$ cat src/rtl/hazard_ctrl.sv
// Hazard/stall controller for a 5-stage RV32 pipeline: forwarding, load-use/RAW stalls, memory wait/timeout, perf counters.
// Latency: stall/flush/forward combinational; FSM, mem_err and counters registered (1 cycle).
// Backpressure: a not-ready data memory freezes every stage until ready or timeout abort.
module hazard_ctrl #(
  parameter int REG_ADDR_W  = 5,
  parameter int FWD_EN      = 1,
  parameter int MEM_TIMEOUT = 16,
  parameter int CNT_W       = 32
) (
  input  logic                  clk,
  input  logic                  rst,
  input  logic [REG_ADDR_W-1:0] rs1_d_i,
  input  logic [REG_ADDR_W-1:0] rs2_d_i,
  input  logic [REG_ADDR_W-1:0] rs1_e_i,
  input  logic [REG_ADDR_W-1:0] rs2_e_i,
  input  logic [REG_ADDR_W-1:0] rd_e_i,
  input  logic [REG_ADDR_W-1:0] rd_m_i,
  input  logic [REG_ADDR_W-1:0] rd_w_i,
  input  logic                  reg_write_e_i,
  input  logic                  reg_write_m_i,
  input  logic                  reg_write_w_i,
  input  logic                  result_src_e_i,
  input  logic                  pc_src_e_i,
  input  logic                  mem_req_m_i,
  input  logic                  mem_ready_m_i,
  input  logic                  cnt_clr_i,
  output logic                  stall_f_o,
  output logic                  stall_d_o,
  output logic                  stall_e_o,
  output logic                  stall_m_o,
  output logic                  stall_w_o,
  output logic                  flush_d_o,
  output logic                  flush_e_o,
  output logic                  flush_w_o,
  output logic [1:0]            forward_ae_o,
  output logic [1:0]            forward_be_o,
  output logic                  mem_err_o,
  output logic [CNT_W-1:0]      cnt_cycles_o,
  output logic [CNT_W-1:0]      cnt_stalls_o,
  output logic [CNT_W-1:0]      cnt_flushes_o
);

  localparam int WC_W = (MEM_TIMEOUT < 2) ? 2 : $clog2(MEM_TIMEOUT + 1);

  typedef enum logic [1:0] {RUN, MEM_WAIT, MEM_ERR} state_e;

  state_e            state_q, state_d;
  logic [WC_W-1:0]   wait_q, wait_d;
  logic              mem_err_q;
  logic [CNT_W-1:0]  cyc_q, stl_q, fls_q;

  logic       lw_stall, raw_stall, d_stall, timeout_hit, mem_stall;
  logic       stall_fd, flush_d, flush_e;
  logic [1:0] fwd_a, fwd_b;

  function automatic logic hit(input logic [REG_ADDR_W-1:0] x,
                               input logic [REG_ADDR_W-1:0] rd,
                               input logic                  we);
    return we && (rd != '0) && (rd == x);
  endfunction

  always_comb begin
    fwd_a = 2'b00;
    fwd_b = 2'b00;
    if (FWD_EN != 0) begin
      if (hit(rs1_e_i, rd_m_i, reg_write_m_i))      fwd_a = 2'b10;
      else if (hit(rs1_e_i, rd_w_i, reg_write_w_i)) fwd_a = 2'b01;
      if (hit(rs2_e_i, rd_m_i, reg_write_m_i))      fwd_b = 2'b10;
      else if (hit(rs2_e_i, rd_w_i, reg_write_w_i)) fwd_b = 2'b01;
    end
  end

  assign lw_stall  = (FWD_EN != 0) && result_src_e_i && (rd_e_i != '0) &&
                     ((rd_e_i == rs1_d_i) || (rd_e_i == rs2_d_i));
  // W is not checked: the regfile writes in the first half-cycle.
  assign raw_stall = (FWD_EN == 0) &&
                     (hit(rs1_d_i, rd_e_i, reg_write_e_i) || hit(rs2_d_i, rd_e_i, reg_write_e_i) ||
                      hit(rs1_d_i, rd_m_i, reg_write_m_i) || hit(rs2_d_i, rd_m_i, reg_write_m_i));
  assign d_stall   = lw_stall || raw_stall;

  // The cycle that reaches the timeout releases the pipeline instead of stalling again.
  assign timeout_hit = (MEM_TIMEOUT != 0) && (state_q == MEM_WAIT) &&
                       (wait_q == WC_W'(MEM_TIMEOUT)) && !mem_ready_m_i;
  assign mem_stall   = mem_req_m_i && !mem_ready_m_i && (state_q != MEM_ERR) && !timeout_hit;

  assign stall_fd = mem_stall || d_stall;
  assign flush_d  = !mem_stall && pc_src_e_i;
  assign flush_e  = !mem_stall && (d_stall || pc_src_e_i);

  assign stall_f_o     = !rst && stall_fd;
  assign stall_d_o     = !rst && stall_fd;
  assign stall_e_o     = !rst && mem_stall;
  assign stall_m_o     = !rst && mem_stall;
  assign stall_w_o     = !rst && mem_stall;
  assign flush_d_o     = !rst && flush_d;
  assign flush_e_o     = !rst && flush_e;
  assign flush_w_o     = !rst && (state_q == MEM_ERR);
  assign forward_ae_o  = rst ? 2'b00 : fwd_a;
  assign forward_be_o  = rst ? 2'b00 : fwd_b;
  assign mem_err_o     = mem_err_q;
  assign cnt_cycles_o  = cyc_q;
  assign cnt_stalls_o  = stl_q;
  assign cnt_flushes_o = fls_q;

  always_comb begin
    state_d = state_q;
    wait_d  = wait_q;
    unique case (state_q)
      RUN: begin
        if (mem_req_m_i && !mem_ready_m_i) begin
          state_d = MEM_WAIT;
          wait_d  = WC_W'(1);
        end
      end
      MEM_WAIT: begin
        if (mem_ready_m_i) begin
          state_d = RUN;
          wait_d  = '0;
        end else if (timeout_hit) begin
          state_d = MEM_ERR;
          wait_d  = '0;
        end else if (wait_q != '1) begin
          wait_d  = wait_q + WC_W'(1);
        end
      end
      MEM_ERR: state_d = RUN;
      default: begin
        state_d = RUN;
        wait_d  = '0;
      end
    endcase
  end

  always_ff @(posedge clk or posedge rst) begin
    if (rst) begin
      state_q   <= RUN;
      wait_q    <= '0;
      mem_err_q <= 1'b0;
    end else begin
      state_q   <= state_d;
      wait_q    <= wait_d;
      mem_err_q <= (state_d == MEM_ERR);
    end
  end

  always_ff @(posedge clk or posedge rst) begin
    if (rst) begin
      cyc_q <= '0;
      stl_q <= '0;
      fls_q <= '0;
    end else if (cnt_clr_i) begin
      cyc_q <= '0;
      stl_q <= '0;
      fls_q <= '0;
    end else begin
      if (cyc_q != '1)              cyc_q <= cyc_q + CNT_W'(1);
      if (stall_fd && stl_q != '1)  stl_q <= stl_q + CNT_W'(1);
      if (flush_d && fls_q != '1)   fls_q <= fls_q + CNT_W'(1);
    end
  end

endmodule

$ cat config.mk
export PLATFORM = sky130hd
export DESIGN_NAME = hazard_ctrl
export DESIGN_NICKNAME = d
export VERILOG_FILES = /design/src/rtl/hazard_ctrl.sv
export SDC_FILE = /design/constraint.sdc
export NUM_CORES = 1
export LEC_CHECK = 0
export CAP_MARGIN = 10
export CORE_AREA = 2 2 117 119
export CTS_BUF_LIST = sky130_fd_sc_hd__clkbuf_8
export CTS_CLUSTER_DIAMETER = 100
export DETAILED_ROUTE_END_ITERATION = 8
export DIE_AREA = 0 0 119 121
export HOLD_SLACK_MARGIN = 0.08
export PLACE_DENSITY_LB_ADDON = 0.05
export SYNTH_ARGS = -nofsm -noshare
export SYNTH_HDL_FRONTEND = slang
export SYNTH_SLANG_ARGS = --single-unit
export TNS_END_PERCENT = 5
$ cat constraint.sdc
create_clock -name clk -period 6.1 [get_ports clk]
set_input_delay 1.22 -clock clk [delete_from_list [all_inputs] [get_ports clk]]
set_output_delay 1.22 -clock clk [all_outputs]
set_load 0.01 [all_outputs]
## Word level (Yosys, flattened, before mapping)

Index checks and enable logic that the tools add are counted.

- Reduce and logical (&&, ||, !) cells: 37
- Multiplexer cells: 21
- Bitwise gates (word level): 1
- Eq/ne operators: 17
- Add/sub/neg operators: 4

Operators with widths:

| kind | number |
|---|---|
| 32-bit two-way mux | 6 |
| 32-bit by 1-bit adder with 32-bit output, second input constant | 3 |
| 32-bit != test, second input constant | 3 |
| 5-bit == test | 6 |
| 1-bit logical AND | 22 |
| 5-bit two-way mux | 4 |
| 5-bit case mux with 3 select lines | 1 |
| 5-bit nonzero test | 3 |
| 2-bit two-way mux | 7 |
| 2-bit nonzero test | 3 |
| 5-bit by 1-bit adder with 5-bit output, second input constant | 1 |
| 5-bit == test, second input constant | 1 |
| 5-bit != test, second input constant | 1 |
| 2-bit == test, second input constant | 2 |
| 1-bit zero test | 4 |
| 2-bit != test, second input constant | 2 |
| 4-bit by 3-bit != test with 1-bit output, second input constant | 1 |
| 2-bit case mux with 2 select lines | 1 |
| 1-bit logical OR | 3 |
| 3-bit AND reduction | 1 |
| 2-bit by 1-bit == test with 1-bit output, second input constant | 1 |
| 2-bit zero test | 1 |
| 1-bit two-way mux | 2 |
| 1-bit NOT | 1 |

- Register bits: 104
- Word-level logic and storage cells: 86
- Output and inout bits: 109
- Bits of input ports: 45

## Longest topological paths before layout

- Depth in word-level cells: 10
- Gate-level depth with buffers: 10
- Mapped depth without buffers: 8

## Least setup slack after synthesis

No wires, ideal clock.

- Kind: input to output
- Start point: input port rst
- End point: output port forward_be_o[0]
- Setup slack: 231 ps
- Buffers on the path: 0
- Data required time: 4880 ps
- Data arrival time: 4649 ps
- Stages: 4
- Cell sequence: inv_1 > o211ai_1 > or4_1 > nor4_1

- Cells in the longest elaborated chain, start to end: 1

Ends and longest elaborated chain:

| item | RTL line | source |
|---|---|---|
| start, declared | 11 | `input logic rst,` |
| 2-bit two-way mux | 99 | `assign forward_be_o = rst ? 2'b00 : fwd_b;` |
| end, declared | 36 | `output logic [1:0] forward_be_o,` |

Every way passes these cells.

## Worst setup path after layout

- Start point: input port rd_m_i[1]
- End point: output port forward_be_o[0]

- Cells in the longest elaborated chain, start to end: 5
- Elaborated cells between the ends (all ways): 6
- Those cells by class: eq/ne: 1; mux: 2; reduce/logical: 3

Ends and longest elaborated chain:

| item | RTL line | source |
|---|---|---|
| start, declared | 17 | `input logic [REG_ADDR_W-1:0] rd_m_i,` |
| 5-bit nonzero test | 59 | `return we && (rd != '0) && (rd == x);` |
| 1-bit logical AND | 59 |  |
| 1-bit logical AND * | 59 |  |
| 2-bit two-way mux * | 68 | `if (hit(rs2_e_i, rd_m_i, reg_write_m_i)) fwd_b = 2'b10;` |
| 2-bit two-way mux * | 99 |  |

Mark *: on every way between the ends. The rest lies on a longest branch, timed or not.

==> run summary <==
P_leak -> 2.99 nW
Total setup buffers inserted after CTS -> 0
Post-CTS resize count -> 0
Port bufs -> 152
Floorplan die area -> 14,400 sq um
Crit-path max cell delay -> 0.59 ns
Number of DRC markers in iteration 0 -> 392
Worst min path class -> reg2reg
Global-route wire length before repair -> 26,100 microns
Detailed placement HPWL -> 11,200 microns
Final cell area excluding filler cells -> 7980 sq um
Row Count -> 42
Critical-path maximum fanout -> 4
Largest net degree at the start of global routing -> 60
Area grow syn2layout -> 29.8%
Placeable core region -> 13,100 sq um
Maximum count of clock buffers along a single path -> 2
Max Clk Rate -> 209 MHz
Mapped Nets -> 721
Flip-flop and latch count after synthesis -> 104
DRC violations left -> 0
Xor/xnor cell area share of the yosys netlist -> 12.1%
Share of the synthesized area in compound gates (AO/OA/AOI/OAI) -> 9.20%
Worst-Margin Slew -> 1.01 ns
DRT antenna net count -> 0
Final Cycle Share -> 78.6%
Critical Setup Path Class -> in2out
Via density per instance -> 5.63
Post-synthesis share of cell area spent on and, or, nand and nor gates -> 30.4%
Placed Area -> 7770 sq um
Number of buffer and inverter instances along the worst setup path -> 2
Gpl congestion -> 0.843
Critical path endpoint category -> primary output
Post-route non-filler standard cell count -> 989
Clock transition at path regs -> 0.10 ns
Clk Tree Root Cell -> sky130_fd_sc_hd__clkbuf_8
Final TNS setup -> 0 ns
Number of global-route vias before repair -> 5,312
Cell repeated most along the worst path -> sky130_fd_sc_hd__clkdlybuf4s50_1
Count of placed standard cells including taps -> 973
Max-slew violation count -> 0
Final hold vios -> 0
Aggregate global routing overflow -> 0
Number of vias in the routed layout -> 5,571
Number of antenna diodes -> 0
Total detailed-routing wirelength -> 15,800 microns
Adder-cell share of the synthesized area -> 1.22%
TritonCTS clock tree -> built
Most common cell after layout, fill and taps aside -> sky130_fd_sc_hd__clkdlybuf4s50_1
Number of warnings reported in the yosys synthesis log -> 0
R2R Setup Slk -> 3.22 ns
Commonest cells after routing, fill and taps aside -> sky130_fd_sc_hd__clkdlybuf4s50_1, sky130_fd_sc_hd__dfrtp_1, sky130_fd_sc_hd__nor2_1, sky130_fd_sc_hd__nand3_1, sky130_fd_sc_hd__xor2_1
Top-level port count -> 154
Power after layout -> 1.29 mW
Critical path cell sequence -> clkdlybuf4s50_1 -> or4_1 -> o21ai_0 -> nor3_1 -> nor4_1 -> clkdlybuf4s50_1
Number of standard cells after synthesis -> 670
Clock sinks -> 104
PD cells -> 162 nW/um^2
Starting density of the core -> 47.0%
Fraction of layout instances using a drive strength above 1 -> 4.80%
RSZ-0062 raised after global routing -> no
Crit start category -> primary input
Die width -> 119 microns
Final nets -> 859
Number of levels the H-tree was split into -> 3
Mean Syn Cell Area -> 9.17 sq um
Required time of the critical path -> 4.88 ns
Post-Place Setup Slack -> 1.31 ns
First drt pass iteration count -> 4
Hold bufs inserted after CTS -> 0
Core utilization of the finished layout -> 61.0%
Initial antenna violation count -> 0
Number of enable-type register cells in the synthesized netlist -> 0
Routed length per instance -> 16.0 microns
Headroom to the max-slew limit -> 32.5%
Post-synth ARST share -> 100%
Maximum capacitance violations -> 0
Unique masters post-synth -> 53
Result of the run -> finished, final reports clean
Final critical-path required period -> 4.79 ns
Main flop type after synthesis -> sky130_fd_sc_hd__dfrtp_1
Critical Path AT -> 3.57 ns
Post-synthesis sequential area ratio -> 42.3%
Share of synthesized area spent on multiplexers -> 1.42%
CP top delay family -> buffers and inverters
Slowest cell on the critical path -> sky130_fd_sc_hd__clkdlybuf4s50_1
Combinational family with the most area after synthesis -> simple AND/OR/NAND/NOR gates
Hold slack final -> 0.524 ns
Clock latency on the worst-skew pair -> 0.38 ns
Area of the mapped netlist -> 6150 sq um
Worst clock skew on the final layout -> 0.0119 ns
Finish-stage setup viols -> 0
Total global-route track usage -> 22.2%
Least setup slack across all paths after layout -> 1.31 ns
Peak supply drop -> 0.000118 V
Total CTS buffers -> 9
Vert. Die Dim -> 121 microns
routing by layer:
layer	global-route usage (%)	up-vias	share of wire, %
met1	29.9	2703	46
met3	6.34	15	5.4
li1	-	2708	-
met2	35.4	145	48
met5	0	-	0
met4	5.51	0	1.1
final cells by class:
type / count / area (sq um)
multi-input combinational: 522 / 3340
inverter: 14 / 55.1
clock buffer: 10 / 138
clock inverter: 6 / 67.6
tap: 176 / 220
sequential: 104 / 2600
fill: 1142 / 5110
timing repair buffer: 157 / 1550
report_power, final:
group	switching, mW	total [mW]	internal (mW)
logic	0.0744	0.135	0.0605
registers	0.00843	0.704	0.695
clock network	0.253	0.456	0.203
total	0.336	1.29	0.958
state kept, by name, summed over array words and instances (netlist names):
| register | count |
|---|---|
| cnt_cycles_o | 32 |
| cnt_flushes_o | 32 |
| cnt_stalls_o | 32 |
| mem_err_o | 1 |
| state_q | 2 |
| wait_q | 5 |
worst reg2reg max path: cells and delay by family, from the launching register on:
| kind | cells | cell delay, ns |
|---|---|---|
| mux | 1 | 0.33 |
| flops | 1 | 0.44 |
| buf+inv | 1 | 0.21 |
| simple gates | 4 | 1.79 |
synth_stat cells (2+ instances only):
cell type                    n  area [sq um]
sky130_fd_sc_hd__dfrtp_1   104          2600
sky130_fd_sc_hd__nor2_1     87           327
sky130_fd_sc_hd__nand3_1    48           240
sky130_fd_sc_hd__xor2_1     47           412
sky130_fd_sc_hd__xnor2_1    38           333
sky130_fd_sc_hd__a21oi_1    34           170
sky130_fd_sc_hd__nand4_1    34           213
sky130_fd_sc_hd__nand2_1    29           109
sky130_fd_sc_hd__or4_1      27           203
sky130_fd_sc_hd__nor3_1     26           130
sky130_fd_sc_hd__o31ai_1    24           180
sky130_fd_sc_hd__clkbuf_1   18          67.6
sky130_fd_sc_hd__and3_1     15          93.8
sky130_fd_sc_hd__o21ai_0    15          75.1
sky130_fd_sc_hd__inv_1      14          52.6
sky130_fd_sc_hd__and4_1     11          96.3
sky130_fd_sc_hd__buf_4       9          67.6
sky130_fd_sc_hd__or3_1       9          56.3
sky130_fd_sc_hd__nor4_1      8          50.1
sky130_fd_sc_hd__and2_1      7          43.8
sky130_fd_sc_hd__nor2b_1     7          43.8
sky130_fd_sc_hd__nor3b_1     7          52.6
sky130_fd_sc_hd__ha_1        6          75.1
sky130_fd_sc_hd__buf_2       3          15.0
sky130_fd_sc_hd__mux2_1      3          33.8
sky130_fd_sc_hd__mux2_2      3          33.8
sky130_fd_sc_hd__nor4_2      3          37.5
sky130_fd_sc_hd__or2_2       3          18.8
sky130_fd_sc_hd__a22o_1      2          17.5
sky130_fd_sc_hd__mux2i_1     2          20.0
sky130_fd_sc_hd__nand3b_1    2          15.0
sky130_fd_sc_hd__nor4b_1     2          17.5
sky130_fd_sc_hd__nor4bb_1    2          20.0
sky130_fd_sc_hd__o21ai_1     2          10.0
path summary, 6_finish.rpt:
path	from	cells past startpoint	to
min in group asynchronous	rst	3	cnt_stalls_o[31]
max reg2reg	cnt_stalls_o[17]	6	cnt_stalls_o[2]
max	rd_m_i[1]	6	forward_be_o[0]
min	wait_q[3]	1	wait_q[3]
min reg2reg	wait_q[3]	1	wait_q[3]
max in group asynchronous	rst	4	cnt_flushes_o[14]
cell families after synthesis:
kind of cell | after synthesis
AOI/OAI and AO/OA | 88
adders and majority gates | 6
DFF | 104
xor gates and xnor gates | 85
and+or+nand+nor | 335
buffers and inverters | 44
muxes | 8
Power figures use the tool's default switching activity.
